[src/rtl/uart_arb_pkg.sv]
// Shared types and helpers for the round-robin UART transmitter arbiter.
package uart_arb_pkg;

  typedef enum logic [1:0] {
    IDLE      = 2'd0,
    LOAD      = 2'd1,
    WAIT_BUSY = 2'd2,
    WAIT_DONE = 2'd3
  } arb_state_e;

  localparam logic PAR_EVEN = 1'b0;
  localparam logic PAR_ODD  = 1'b1;

  // Width of a requester index / round-robin pointer (never below one bit).
  function automatic int ptr_width(input int n);
    return (n <= 2) ? 1 : $clog2(n);
  endfunction

endpackage

[src/rtl/rr_priority_pick.sv]
// Combinational round-robin pick: first set request at or above ptr, with wrap.
module rr_priority_pick
  import uart_arb_pkg::*;
#(
  parameter  int NUM_REQ = 4,
  localparam int PW      = ptr_width(NUM_REQ)
) (
  input  logic [NUM_REQ-1:0] req,
  input  logic [PW-1:0]      ptr,
  output logic [PW-1:0]      winner,
  output logic               any
);

  logic [NUM_REQ-1:0] rot_req;
  logic [PW-1:0]      rot_idx [NUM_REQ];

  // Slot gi of the rotated view holds requester (ptr + gi) mod NUM_REQ.
  for (genvar gi = 0; gi < NUM_REQ; gi++) begin : g_rot
    logic [PW:0] sum;
    assign sum         = {1'b0, ptr} + (PW+1)'(gi);
    assign rot_idx[gi] = (sum >= (PW+1)'(NUM_REQ)) ? PW'(sum - (PW+1)'(NUM_REQ)) : PW'(sum);
    assign rot_req[gi] = req[rot_idx[gi]];
  end

  always_comb begin
    winner = '0;
    any    = 1'b0;
    for (int k = NUM_REQ - 1; k >= 0; k--) begin
      if (rot_req[k]) begin
        winner = rot_idx[k];
        any    = 1'b1;
      end
    end
  end

endmodule

[src/rtl/uart_tx_arbiter.sv]
// Round-robin arbiter sharing one UART transmitter among NUM_REQ byte producers.
// Optional WAIT_BUSY timeout with ARB_ERR pulse: define UART_ARB_TIMEOUT_EN.
module uart_tx_arbiter
  import uart_arb_pkg::*;
#(
  parameter  int NUM_REQ     = 4,
  parameter  int DATA_WIDTH  = 8,
  parameter  int TIMEOUT_CYC = 4,
  localparam int GW          = ptr_width(NUM_REQ)
) (
  input  logic                          CLK,
  input  logic                          RST,
  input  logic [NUM_REQ-1:0]            REQ_VALID,
  input  logic [NUM_REQ*DATA_WIDTH-1:0] REQ_DATA,
  input  logic [NUM_REQ-1:0]            CFG_PAR_EN,
  input  logic [NUM_REQ-1:0]            CFG_PAR_TYP,
  output logic [NUM_REQ-1:0]            REQ_ACK,
  output logic [DATA_WIDTH-1:0]         TX_P_DATA,
  output logic                          TX_DATA_VALID,
  output logic                          TX_PAR_EN,
  output logic                          TX_PAR_TYP,
  input  logic                          TX_BUSY,
  output logic [GW-1:0]                 GRANT_ID,
  output logic                          ARB_BUSY,
  output logic                          ARB_ERR
);

  if (NUM_REQ < 2 || NUM_REQ > 8) begin : g_bad_num_req
    $error("uart_tx_arbiter: NUM_REQ must be in 2..8");
  end
  if (TIMEOUT_CYC < 2) begin : g_bad_timeout
    $error("uart_tx_arbiter: TIMEOUT_CYC must be at least 2");
  end

  arb_state_e            state_reg;
  logic [GW-1:0]         rr_ptr_reg;
  logic [GW-1:0]         grant_id_reg;
  logic [DATA_WIDTH-1:0] data_reg;
  logic                  par_en_reg;
  logic                  par_typ_reg;
  logic                  dv_reg;
  logic                  arb_busy_reg;
  logic [NUM_REQ-1:0]    ack_reg;

  logic [DATA_WIDTH-1:0] req_bytes [NUM_REQ];
  logic [NUM_REQ-1:0]    win_onehot;
  logic [GW-1:0]         win_idx;
  logic [GW-1:0]         ptr_next;
  logic                  win_any;
  logic                  grant_go;

  for (genvar gi = 0; gi < NUM_REQ; gi++) begin : g_req
    assign req_bytes[gi]  = REQ_DATA[gi*DATA_WIDTH +: DATA_WIDTH];
    assign win_onehot[gi] = (win_idx == GW'(gi));
  end

  rr_priority_pick #(
    .NUM_REQ (NUM_REQ)
  ) u_pick (
    .req    (REQ_VALID),
    .ptr    (rr_ptr_reg),
    .winner (win_idx),
    .any    (win_any)
  );

  assign ptr_next = (win_idx == GW'(NUM_REQ - 1)) ? '0 : win_idx + GW'(1);
  // A transmitter still busy from before a reset blocks new grants.
  assign grant_go = (state_reg == IDLE) && win_any && !TX_BUSY;

`ifdef UART_ARB_TIMEOUT_EN
  localparam int TO_W = $clog2(TIMEOUT_CYC + 1);
  logic [TO_W-1:0] to_cnt_reg;
  logic            err_reg;
`endif

  always_ff @(posedge CLK or negedge RST) begin
    if (!RST) begin
      state_reg    <= IDLE;
      rr_ptr_reg   <= '0;
      grant_id_reg <= '0;
      data_reg     <= '0;
      par_en_reg   <= 1'b0;
      par_typ_reg  <= PAR_EVEN;
      dv_reg       <= 1'b0;
      arb_busy_reg <= 1'b0;
      ack_reg      <= '0;
`ifdef UART_ARB_TIMEOUT_EN
      to_cnt_reg   <= '0;
      err_reg      <= 1'b0;
`endif
    end else begin
      dv_reg  <= 1'b0;
      ack_reg <= '0;
`ifdef UART_ARB_TIMEOUT_EN
      err_reg <= 1'b0;
`endif
      case (state_reg)
        IDLE: begin
          if (grant_go) begin
            data_reg     <= req_bytes[win_idx];
            par_en_reg   <= CFG_PAR_EN[win_idx];
            par_typ_reg  <= CFG_PAR_TYP[win_idx] ? PAR_ODD : PAR_EVEN;
            grant_id_reg <= win_idx;
            rr_ptr_reg   <= ptr_next;
            dv_reg       <= 1'b1;
            ack_reg      <= win_onehot;
            arb_busy_reg <= 1'b1;
            state_reg    <= LOAD;
          end
        end
        LOAD: begin
          state_reg <= WAIT_BUSY;
`ifdef UART_ARB_TIMEOUT_EN
          // The LOAD cycle itself counts toward the timeout window.
          to_cnt_reg <= TO_W'(1);
`endif
        end
        WAIT_BUSY: begin
`ifdef UART_ARB_TIMEOUT_EN
          if (TX_BUSY) begin
            state_reg <= WAIT_DONE;
          end else if (to_cnt_reg >= TO_W'(TIMEOUT_CYC - 1)) begin
            err_reg      <= 1'b1;
            arb_busy_reg <= 1'b0;
            state_reg    <= IDLE;
          end else begin
            to_cnt_reg <= to_cnt_reg + TO_W'(1);
          end
`else
          if (TX_BUSY) begin
            state_reg <= WAIT_DONE;
          end
`endif
        end
        WAIT_DONE: begin
          if (!TX_BUSY) begin
            arb_busy_reg <= 1'b0;
            state_reg    <= IDLE;
          end
        end
        default: begin
          arb_busy_reg <= 1'b0;
          state_reg    <= IDLE;
        end
      endcase
    end
  end

  assign REQ_ACK       = ack_reg;
  assign TX_P_DATA     = data_reg;
  assign TX_DATA_VALID = dv_reg;
  assign TX_PAR_EN     = par_en_reg;
  assign TX_PAR_TYP    = par_typ_reg;
  assign GRANT_ID      = grant_id_reg;
  assign ARB_BUSY      = arb_busy_reg;
`ifdef UART_ARB_TIMEOUT_EN
  assign ARB_ERR       = err_reg;
`else
  assign ARB_ERR       = 1'b0;
`endif

endmodule

[config.mk]
export PLATFORM = sky130hd
export DESIGN_NAME = uart_tx_arbiter
export DESIGN_NICKNAME = d
export VERILOG_FILES = /design/src/rtl/uart_arb_pkg.sv /design/src/rtl/rr_priority_pick.sv /design/src/rtl/uart_tx_arbiter.sv
export SDC_FILE = /design/constraint.sdc
export NUM_CORES = 1
export LEC_CHECK = 0
export CORE_UTILIZATION = 46
export CTS_BUF_LIST = sky130_fd_sc_hd__clkbuf_4 sky130_fd_sc_hd__clkbuf_8
export DETAILED_ROUTE_END_ITERATION = 10
export PLACE_DENSITY = 0.95
export SETUP_SLACK_MARGIN = 0.15
export SLEW_MARGIN = 20
export SYNTH_ARGS = -nofsm -noshare
export SYNTH_HDL_FRONTEND = slang
export SYNTH_SLANG_ARGS = --single-unit
[constraint.sdc]
create_clock -name CLK -period 4.89 [get_ports CLK]
set_input_delay 1.2225 -clock CLK [delete_from_list [all_inputs] [get_ports CLK]]
set_output_delay 1.2225 -clock CLK [all_outputs]
set_load 0.005 [all_outputs]
==> out/results.tsv, run 1 <==
stage	metric	value	unit
layout	Non-Filler Instances	250	
synthesis	Area contributors post-synth	dfrtp_1 39%, a211oi_2 8.0%, and3_1 6.2%	
die	die area	0.00328	mm2
synthesis	mux cell area share after synthesis	0.0151	
worst_setup_path	CP Launch Type	input pin	
synthesis	Yosys reg bits	22	
sta	setup ws final	1.27	ns
clocking	worst-skew pair later-pin latency	0.31	ns
outcome	outcome	finished, violations left	
clocking	CTS Buffer Depth	2	
sta	Least-Margin Pin Slew	0.947	ns
worst_setup_path	CP endpoint kind	flop	
sta	RSZ-0062 raised after global routing	false	
clocking	Max H-tree Level	1	
synthesis	Mapped Nets	213	
synthesis	Synth Area in Compound Gates	0.237	
global_routing	largest net degree at the start of global routing	23	
drt	# DRC	4	
sta	final hold viol count	0	
drt	final WL	3.67	mm
clocking	Root Buffer	clkbuf_4	
worst_setup_path	WS Path Type	in2reg	
sta	Slew Viols, Final	0	
layout	commonest non-fill, non-tap cells in the layout	64 x clkdlybuf4s50_1, 22 x dfrtp_1, 20 x nand2_1	
synthesis	main combinational cell family by area after synthesis	simple AND/OR/NAND/NOR gates	
synthesis	synth unique cells	35	
sta	setup TNS	0	ns
synthesis	Synth Flop Type	dfrtp_1	
sta	fin crit period	3.62	ns
clocking	post-CTS resize count	0	
drt	vias per cell	5.56	
synthesis	Post-synth EDFFs	0	
clocking	clk slew on worst S/H paths	0.12	ns
synthesis	Synth Area in Simple Gates	0.239	
pwr	Pleak	0.927	nW
worst_setup_path	critical path required time	5.10	ns
global_routing	grt ovf	0	
min_path	Worst Hold Class	reg2reg	
layout	Antenna diodes	0	
worst_setup_path	r2r setup slk	2.24	ns
synthesis	adder-cell share of the synthesized area	0.0623	
die	core area	0.00283	mm2
global_routing	global-route wire length before repair	5.84	mm
placement	Final GP Congestion	0.824	
layout	final instance area	0.00208	mm2
worst_setup_path	CP Data Arrival Time	3.83	ns
die	I/O Pins	66	
global_routing	vias in the first global route	1315	
placement	DP Wirelength	2.90	mm
synthesis	biggest area consumer among synthesized cells	dfrtp_1	
sta	part of the cycle the worst path needs	0.741	
worst_setup_path	CP max FO	14	
job	MaxCap Viol Count	0	
synthesis	async set or reset register ratio after synthesis	1.00	
global_routing	initial antenna violation count	0	
outcome	failing checks	design-rule violations	
die	Initial Utilization	0.497	
layout	layout cells sized above 1	0.0913	
clocking	CTS sink count	22	
clocking	Post CTS Setup Buffer Count	0	
sta	clock skew	0.0112	ns
drt	vias	1390	
pwr	VDD IR-drop max	200	uV
die	DIE HEIGHT	57.3	um
placement	Cells after DPL	246	
layout	most common cell after layout, fill and taps aside	clkdlybuf4s50_1	
pwr	Pwr Density	449	mW/mm2
synthesis	mapped cell area	0.00141	mm2
drt	Wirelength per Cell	14.7	um
layout	P&R area growth vs syn	47.7	%
die	# rows	19	
synthesis	sequential-to-total area share from yosys stat	0.391	
clocking	total CTS buffers	3	
synthesis	XOR/XNOR Fraction of Synth Area	0	
sta	Max-slew headroom	0.367	
drt	1st-iter DRT viols	38	
synthesis	share of the synthesized area in the top cell type	0.391	
global_routing	All-Layer GR Usage	0.234	
clocking	CTS Hold Bufs	0	
layout	nets@finish	274	
synthesis	synth warn	0	
die	die width	57.3	um
sta	Fmax achieved	276	MHz
placement	number of buffers added on ports	64	
drt	TritonRoute pass-1 iters	8	
layout	max reg flops	8	
sta	Final setup viols	0	
clocking	CTS tree	built	
drt	Final ANT Viol Nets	0	
synthesis	cell count after synthesis	159	
placement	Post-DP Area	0.00204	mm2
placement	Post-Place Worst Slack	0.974	ns
synthesis	average size of a mapped cell	8.84	um2
[synth_stat cells (2+ instances only)]
cell type  instances
nand3_1           10
a21oi_1           12
a211oi_2           9
nand2b_1           2
nor2_1            12
o21ai_0           13
nand2_1           20
a21o_1             2
a21oi_2            2
nor2b_1            3
and3_1            14
clkbuf_1           2
ha_1               7
dfrtp_1           22
o22ai_1            2
buf_2              3
inv_1              6
[metal layers]
metal | GRT usage | part of all wire | up-vias
li1 | - | - | 680
met1 | 0.312 | 0.45 | 661
met3 | 0.0159 | 0.026 | 7
met4 | 0.0801 | 0.015 | 0
met5 | 0 | 0 | -
met2 | 0.403 | 0.51 | 42
[worst max-delay path, cell delays in order]
cell	delay, ns
clkdlybuf4s50_1	0.55
mux2i_1	0.13
a21o_1	0.30
nor2_1	0.74
inv_1	0.44
ha_1	0.30
and3_1	0.13
[final timing paths]
| kind | start | endpoint | cells after the start |
|---|---|---|---|
| worst min-delay path | GRANT_ID[1] | GRANT_ID[1] | 2 |
| min in group asynchronous | RST | TX_P_DATA[6] | 1 |
| worst max register to register | rr_ptr_reg[1] | REQ_ACK[2] | 6 |
| worst max-delay path | REQ_VALID[1] | REQ_ACK[2] | 7 |
| worst min register to register | GRANT_ID[1] | GRANT_ID[1] | 2 |
| max in group asynchronous | RST | state_reg[1] | 1 |
[power by group]
part | leakage (nW) | switching, mW | total (mW) | internal [mW]
Combinational | 0.641 | 0.255 | 0.523 | 0.268
Sequential | 0.265 | 0.0513 | 0.310 | 0.258
Clock | 0.0210 | 0.0539 | 0.0994 | 0.0455
[kinds of logic (layout without fill, tap and decap cells)]
kind of cell | after synthesis | in the layout
adders and majority gates | 7 | 7
AOI/OAI and AO/OA | 46 | 46
DFF | 22 | 22
muxes | 2 | 2
and+or+nand+nor | 66 | 66
other | 1 | 1
buffers and inverters | 15 | 75
[layout make-up]
class                   count  area [um2]
multi-input cells         122         782
fillers                   205         752
repair buffers             64         641
flip-flops and latches     22         551
well taps                  31        38.8
clock buffers               4        36.3
inverters                   7        28.8
[stage by stage]
step | util | hold WS (ns) | total power, mW
final | 0.734 | 0.501 | 0.932
after global routing | 0.734 | 0.527 | 1.01
after CTS | 0.734 | 0.503 | 0.932
after detailed placement | 0.721 | 0.474 | 0.830
after global placement | 0.721 | 0.463 | 0.805
after floorplan | - | 0.469 | 0.608
Note: power is estimated with default switching activity, not from simulation.
==> run 2: changes to the inputs <==
- CORE_UTILIZATION: 46 -> 38
- PLACE_DENSITY: 0.95 -> 0.89
- clock period: 4.89 -> 3 ns (I/O delays scaled with it)
==> out/results.tsv, run 2 (synthesis results as in run 1) <==
stage	metric	value	unit	change
outcome	outcome	finished clean		
clocking	CTS sink count	22		unchanged
worst_setup_path	critical path required time	3.18	ns	-1.92 ns
worst_setup_path	CP endpoint kind	flop		
drt	TritonRoute pass-1 iters	4		-4
job	MaxCap Viol Count	0		unchanged
min_path	worst hold stages	2		unchanged
clocking	Root Buffer	clkbuf_8		
clocking	post-CTS resize count	0		unchanged
worst_setup_path	CP Launch Type	input pin		
global_routing	initial antenna violation count	0		unchanged
sta	RSZ-0062 raised after global routing	false		
clocking	clk slew on worst S/H paths	0.08	ns	-0.04 ns
global_routing	All-Layer GR Usage	0.188		-0.0460
clocking	CTS tree	built		
layout	layout cells sized above 1	0.108		+0.0163
min_path	Worst Hold Class	reg2reg		
global_routing	vias in the first global route	1282		-2.5%
die	die area	0.00395	mm2	+20%
layout	fill cell count	283		+38%
drt	Final ANT Viol Nets	0		unchanged
worst_setup_path	FF-to-FF path depth	8		+2
sta	setup TNS	0	ns	unchanged
die	# rows	21		+2
pwr	Gate power share	0.541		-0.020
layout	nets@finish	278		+1.5%
pwr	PnR Total Power	1.57	mW	+68%
drt	Wirelength per Cell	13.1	um	-11%
die	Initial Utilization	0.409		-0.0885
layout	final instance area	0.00214	mm2	+3.3%
sta	Fin Hold WS	0.488	ns	-0.0133 ns
pwr	Pleak	0.955	nW	+3.0%
clocking	CTS Buffer Depth	2		unchanged
layout	Antenna diodes	0		unchanged
pwr	switching power	0.580	mW	+61%
worst_setup_path	WS Path Type	in2reg		
die	I/O Pins	66		unchanged
pwr	Seq pwr share	0.323		-0.009
drt	1st-iter DRT viols	54		+42%
drt	final WL	3.52	mm	-3.9%
pwr	VDD IR-drop max	254	uV	+27%
clocking	Max H-tree Level	1		unchanged
pwr	Pint	0.988	mW	+73%
global_routing	grt ovf	0		unchanged
placement	Post-DP Area	0.00209	mm2	+2.4%
sta	setup ws final	0.551	ns	-0.717 ns
layout	max reg flops	8		unchanged
sta	final hold viol count	0		unchanged
drt	# DRC	0		-4
sta	clock skew	0.00311	ns	-0.00810 ns
clocking	Post CTS Setup Buffer Count	0		unchanged
placement	number of buffers added on ports	64		unchanged
drt	vias per cell	5.13		-7.8%
layout	commonest non-fill, non-tap cells in the layout	64 x clkdlybuf4s50_1, 22 x dfrtp_1, 20 x nand2_1		
placement	Post-Place Worst Slack	0.281	ns	-0.693 ns
global_routing	largest net degree at the start of global routing	23		unchanged
global_routing	global-route wire length before repair	5.76	mm	-1.3%
worst_setup_path	CP max FO	13		-1
pwr	clock power share	0.136		+0.029
placement	DP Wirelength	2.72	mm	-6.1%
pwr	Sw Ratio	0.370		-0.0163
die	DIE HEIGHT	62.8	um	+9.7%
die	die width	62.8	um	+9.7%
placement	Final GP Congestion	0.793		-3.7%
clocking	worst-skew pair later-pin latency	0.26	ns	-0.05 ns
sta	Fmax achieved	408	MHz	
clocking	total CTS buffers	3		unchanged
sta	Slew Viols, Final	0		unchanged
pwr	Pwr Density	731	mW/mm2	+63%
layout	P&R area growth vs syn	52.5	%	
sta	fin crit period	2.45	ns	
sta	part of the cycle the worst path needs	0.816		
clocking	CTS Hold Bufs	0		unchanged
die	core area	0.00344	mm2	+22%
layout	most common cell after layout, fill and taps aside	clkdlybuf4s50_1		
sta	Final setup viols	0		unchanged
worst_setup_path	CP Data Arrival Time	2.63	ns	-1.20 ns
drt	vias	1379		-0.79%
[run 2: cell types whose count changed in the layout (fill, tap and decap cells not counted)]
| cell | change |
|---|---|
| buf_4 | +4 |
| clkbuf_4 | -3 |
| clkbuf_8 | +3 |
[run 2: cell type report]
cell class,count,area (um2),area share
clock buffers,4,55.1,0.0257
repair buffers,68,671,0.313
multi-input cells,122,782,0.365
well taps,46,57.6,0.0268
inverters,7,28.8,0.0134
flip-flops and latches,22,551,0.257
[run 2: final timing paths]
kind | from | endpoint | slack (ns)
max in group asynchronous | RST | GRANT_ID[0] | 1.95
max | REQ_VALID[2] | TX_P_DATA[0] | 0.55
min in group asynchronous | RST | state_reg[0] | 0.83
min reg2reg | GRANT_ID[1] | GRANT_ID[1] | 0.49
min | GRANT_ID[1] | GRANT_ID[1] | 0.49
max reg2reg | state_reg[0] | TX_PAR_EN | 0.87
[run 2: routing by layer]
layer | part of all wire | GRT usage | vias to the layer above
met3 | 0.042 | 0.0274 | 8
met5 | 0 | 0 | -
met1 | 0.48 | 0.261 | 626
met4 | 0.026 | 0.105 | 0
li1 | - | - | 692
met2 | 0.45 | 0.277 | 53
[run 2: worst max-delay path, stage by stage]
cell	delay [ns]
clkdlybuf4s50_1	0.49
or4_4	0.61
nand2_4	0.14
inv_4	0.09
nand3_2	0.21
a21oi_1	0.10
a211oi_2	0.23
[run 2: power groups by stage]
stage	combinational, mW	sequential, mW	clock [mW]
detailed placement	0.848	0.510	0
CTS	0.853	0.505	0.216
global placement	0.819	0.504	0
floorplan	0.488	0.504	0
finish	0.848	0.506	0.214
global route	0.937	0.521	0.228
[run 2: stage by stage]
stage	std cells	util
2_1_floorplan	159	-
3_3_place_gp	265	0.607
3_5_place_dp	265	0.607
4_1_cts	269	0.623
5_1_grt	269	0.623
6_report	269	0.623
==> run 3: changes to the inputs <==
- CORE_UTILIZATION: 38 -> 42
- PLACE_DENSITY: 0.89 -> 0.93
- clock period: 3 -> 2.4 ns (I/O delays scaled with it)
==> out/results.tsv, run 3 (synthesis results as in run 1) <==
stage	metric	value	unit	change
layout	P&R area growth vs syn	54.5	%	
worst_setup_path	FF-to-FF path depth	9		+1
global_routing	grt ovf	0		unchanged
drt	Wirelength per Cell	13.6	um	+3.8%
sta	fin crit period	2.11	ns	
die	die width	59.9	um	-4.7%
worst_setup_path	critical path required time	2.61	ns	-0.57 ns
min_path	worst hold stages	2		unchanged
layout	fill cell count	248		-12%
global_routing	initial antenna violation count	0		unchanged
sta	clock skew	0.0141	ns	+0.0110 ns
sta	part of the cycle the worst path needs	0.881		
drt	TritonRoute pass-1 iters	5		+1
layout	commonest non-fill, non-tap cells in the layout	64 x clkdlybuf4s50_1, 22 x dfrtp_1, 20 x nand2_1		
pwr	Pleak	0.978	nW	+2.4%
die	# rows	20		-4.8%
clocking	Root Buffer	clkbuf_4		
worst_setup_path	reg2reg start	state_reg[0]		
clocking	CTS tree	built		
worst_setup_path	CP endpoint kind	flop		
worst_setup_path	crit-path cells	clkdlybuf4s50_1 -> nor2b_1 -> a221o_1 -> nand2_1 -> inv_1 -> ha_1 -> o31ai_1		
drt	Final ANT Viol Nets	0		unchanged
worst_setup_path	CP max FO	6		-7
pwr	Pwr Density	882	mW/mm2	+21%
layout	Reg area	551	um2	unchanged
clocking	CTS Buffer Depth	2		unchanged
sta	setup ws final	0.285	ns	-0.265 ns
die	Initial Utilization	0.453		+0.0446
outcome	outcome	finished clean		
worst_setup_path	slowest CP cell	clkdlybuf4s50_1		
global_routing	global-route wire length before repair	5.95	mm	+3.2%
placement	Cells after DPL	271		+2.3%
sta	RSZ-0062 raised after global routing	false		
placement	Post-DP Area	0.00215	mm2	+2.8%
placement	Final GP Congestion	0.871		+9.7%
global_routing	All-Layer GR Usage	0.219		+0.0311
global_routing	vias in the first global route	1396		+8.9%
drt	final WL	3.73	mm	+5.7%
placement	DP Wirelength	3.08	mm	+13%
clocking	clk slew on worst S/H paths	0.10	ns	+0.02 ns
drt	1st-iter DRT viols	98		+81%
die	DIE HEIGHT	59.9	um	-4.7%
die	die area	0.00358	mm2	-9.2%
sta	Fmax achieved	473	MHz	
placement	number of buffers added on ports	64		unchanged
clocking	worst-skew pair later-pin latency	0.31	ns	+0.05 ns
layout	nets@finish	286		+2.9%
worst_setup_path	CP Launch Type	input pin		
worst_setup_path	CP peak stage delay	0.58	ns	-0.03 ns
sta	final hold viol count	0		unchanged
layout	Non-Filler Instances	274		+1.9%
min_path	worst hold endpoint	GRANT_ID[0]		
layout	Antenna diodes	0		unchanged
layout	final instance area	0.00217	mm2	+1.3%
pwr	PnR Total Power	1.92	mW	+22%
layout	max reg flops	8		unchanged
drt	vias	1431		+3.8%
sta	Slew Viols, Final	0		unchanged
layout	Multi-input gate area	786	um2	+0.48%
clocking	Max H-tree Level	1		unchanged
sta	Final setup viols	0		unchanged
pwr	VDD IR-drop max	358	uV	+41%
die	I/O Pins	66		unchanged
drt	# DRC	0		unchanged
min_path	Worst Hold Class	reg2reg		
worst_setup_path	WS Path Type	in2reg		
job	MaxCap Viol Count	0		unchanged
layout	most common cell after layout, fill and taps aside	clkdlybuf4s50_1		
min_path	hold path start	GRANT_ID[0]		
worst_setup_path	R2R Path End	TX_P_DATA[5]		
clocking	CTS sink count	22		unchanged
die	core area	0.00310	mm2	-9.9%
clocking	total CTS buffers	3		unchanged
worst_setup_path	r2r setup slk	0.57	ns	-0.30 ns
placement	Post-Place Worst Slack	-0.0976	ns	-0.378 ns
worst_setup_path	CP Data Arrival Time	2.32	ns	-0.31 ns
global_routing	largest net degree at the start of global routing	23		unchanged
layout	layout cells sized above 1	0.139		+0.0315
drt	vias per cell	5.22		+1.9%
## run 3: cell count changes in the layout (fill, tap and decap cells not counted), sizes merged
cell	before	now
buf	4	12
clkbuf	4	3
## run 3: area by class of cell
type	instances	share of cell area
Timing Repair Buffer	76	0.336
Clock buffer	3	0.0104
Multi-Input combinational cell	122	0.362
Inverter	7	0.0132
Sequential cell	22	0.253
Tap cell	44	0.0253
## run 3: power by group
part	leakage (nW)	internal (mW)	switching (mW)	total (mW)
combinational	0.699	0.601	0.527	1.13
clock	0.0138	0.0585	0.104	0.163
sequential	0.265	0.526	0.100	0.626
## run 3: worst max-delay path by stage
stage	startpoint	end	slack, ns	depth (start not counted)
2_1_floorplan	REQ_VALID[3]	TX_PAR_EN	0.55	7
3_3_place_gp	REQ_VALID[1]	TX_PAR_TYP	-0.09	6
3_5_place_dp	REQ_VALID[1]	TX_P_DATA[5]	-0.1	6
4_1_cts	REQ_VALID[1]	TX_P_DATA[5]	0.23	6
5_1_grt	REQ_VALID[1]	rr_ptr_reg[0]	0.16	7
6_report	REQ_VALID[1]	rr_ptr_reg[0]	0.29	7
## run 3: what timing repair did
action	in CTS	in global routing
hold buffers	0	0
setup buffers	0	0
setup endpoints to repair	0	9
endpoints found under the hold margin	0	0
resized for setup	0	1
## run 3: worst max-delay path, delay by kind of cell
kind,cells,cell delay [ns]
adder cells (fa/ha/maj),1,0.21
buffers and inverters,2,0.66
AND/OR/NAND/NOR,2,0.22
AO/OA/AOI/OAI,2,0.61
## run 3: per-stage QoR
step	hold slack [ns]	util	TNS, ns
2_1_floorplan	0.304	-	0
3_3_place_gp	0.463	0.692	-0.842
3_5_place_dp	0.475	0.692	-0.799
4_1_cts	0.500	0.699	0
5_1_grt	0.542	0.700	0
6_report	0.491	0.700	0
## run 3: metal layers
metal / global-route usage / up-vias / part of all wire
met1: 0.297 / 655 / 0.44
met2: 0.375 / 69 / 0.49
met4: 0.0498 / 0 / 0.0097
met3: 0.0216 / 4 / 0.065
li1: - / 703 / -
met5: 0 / - / 0
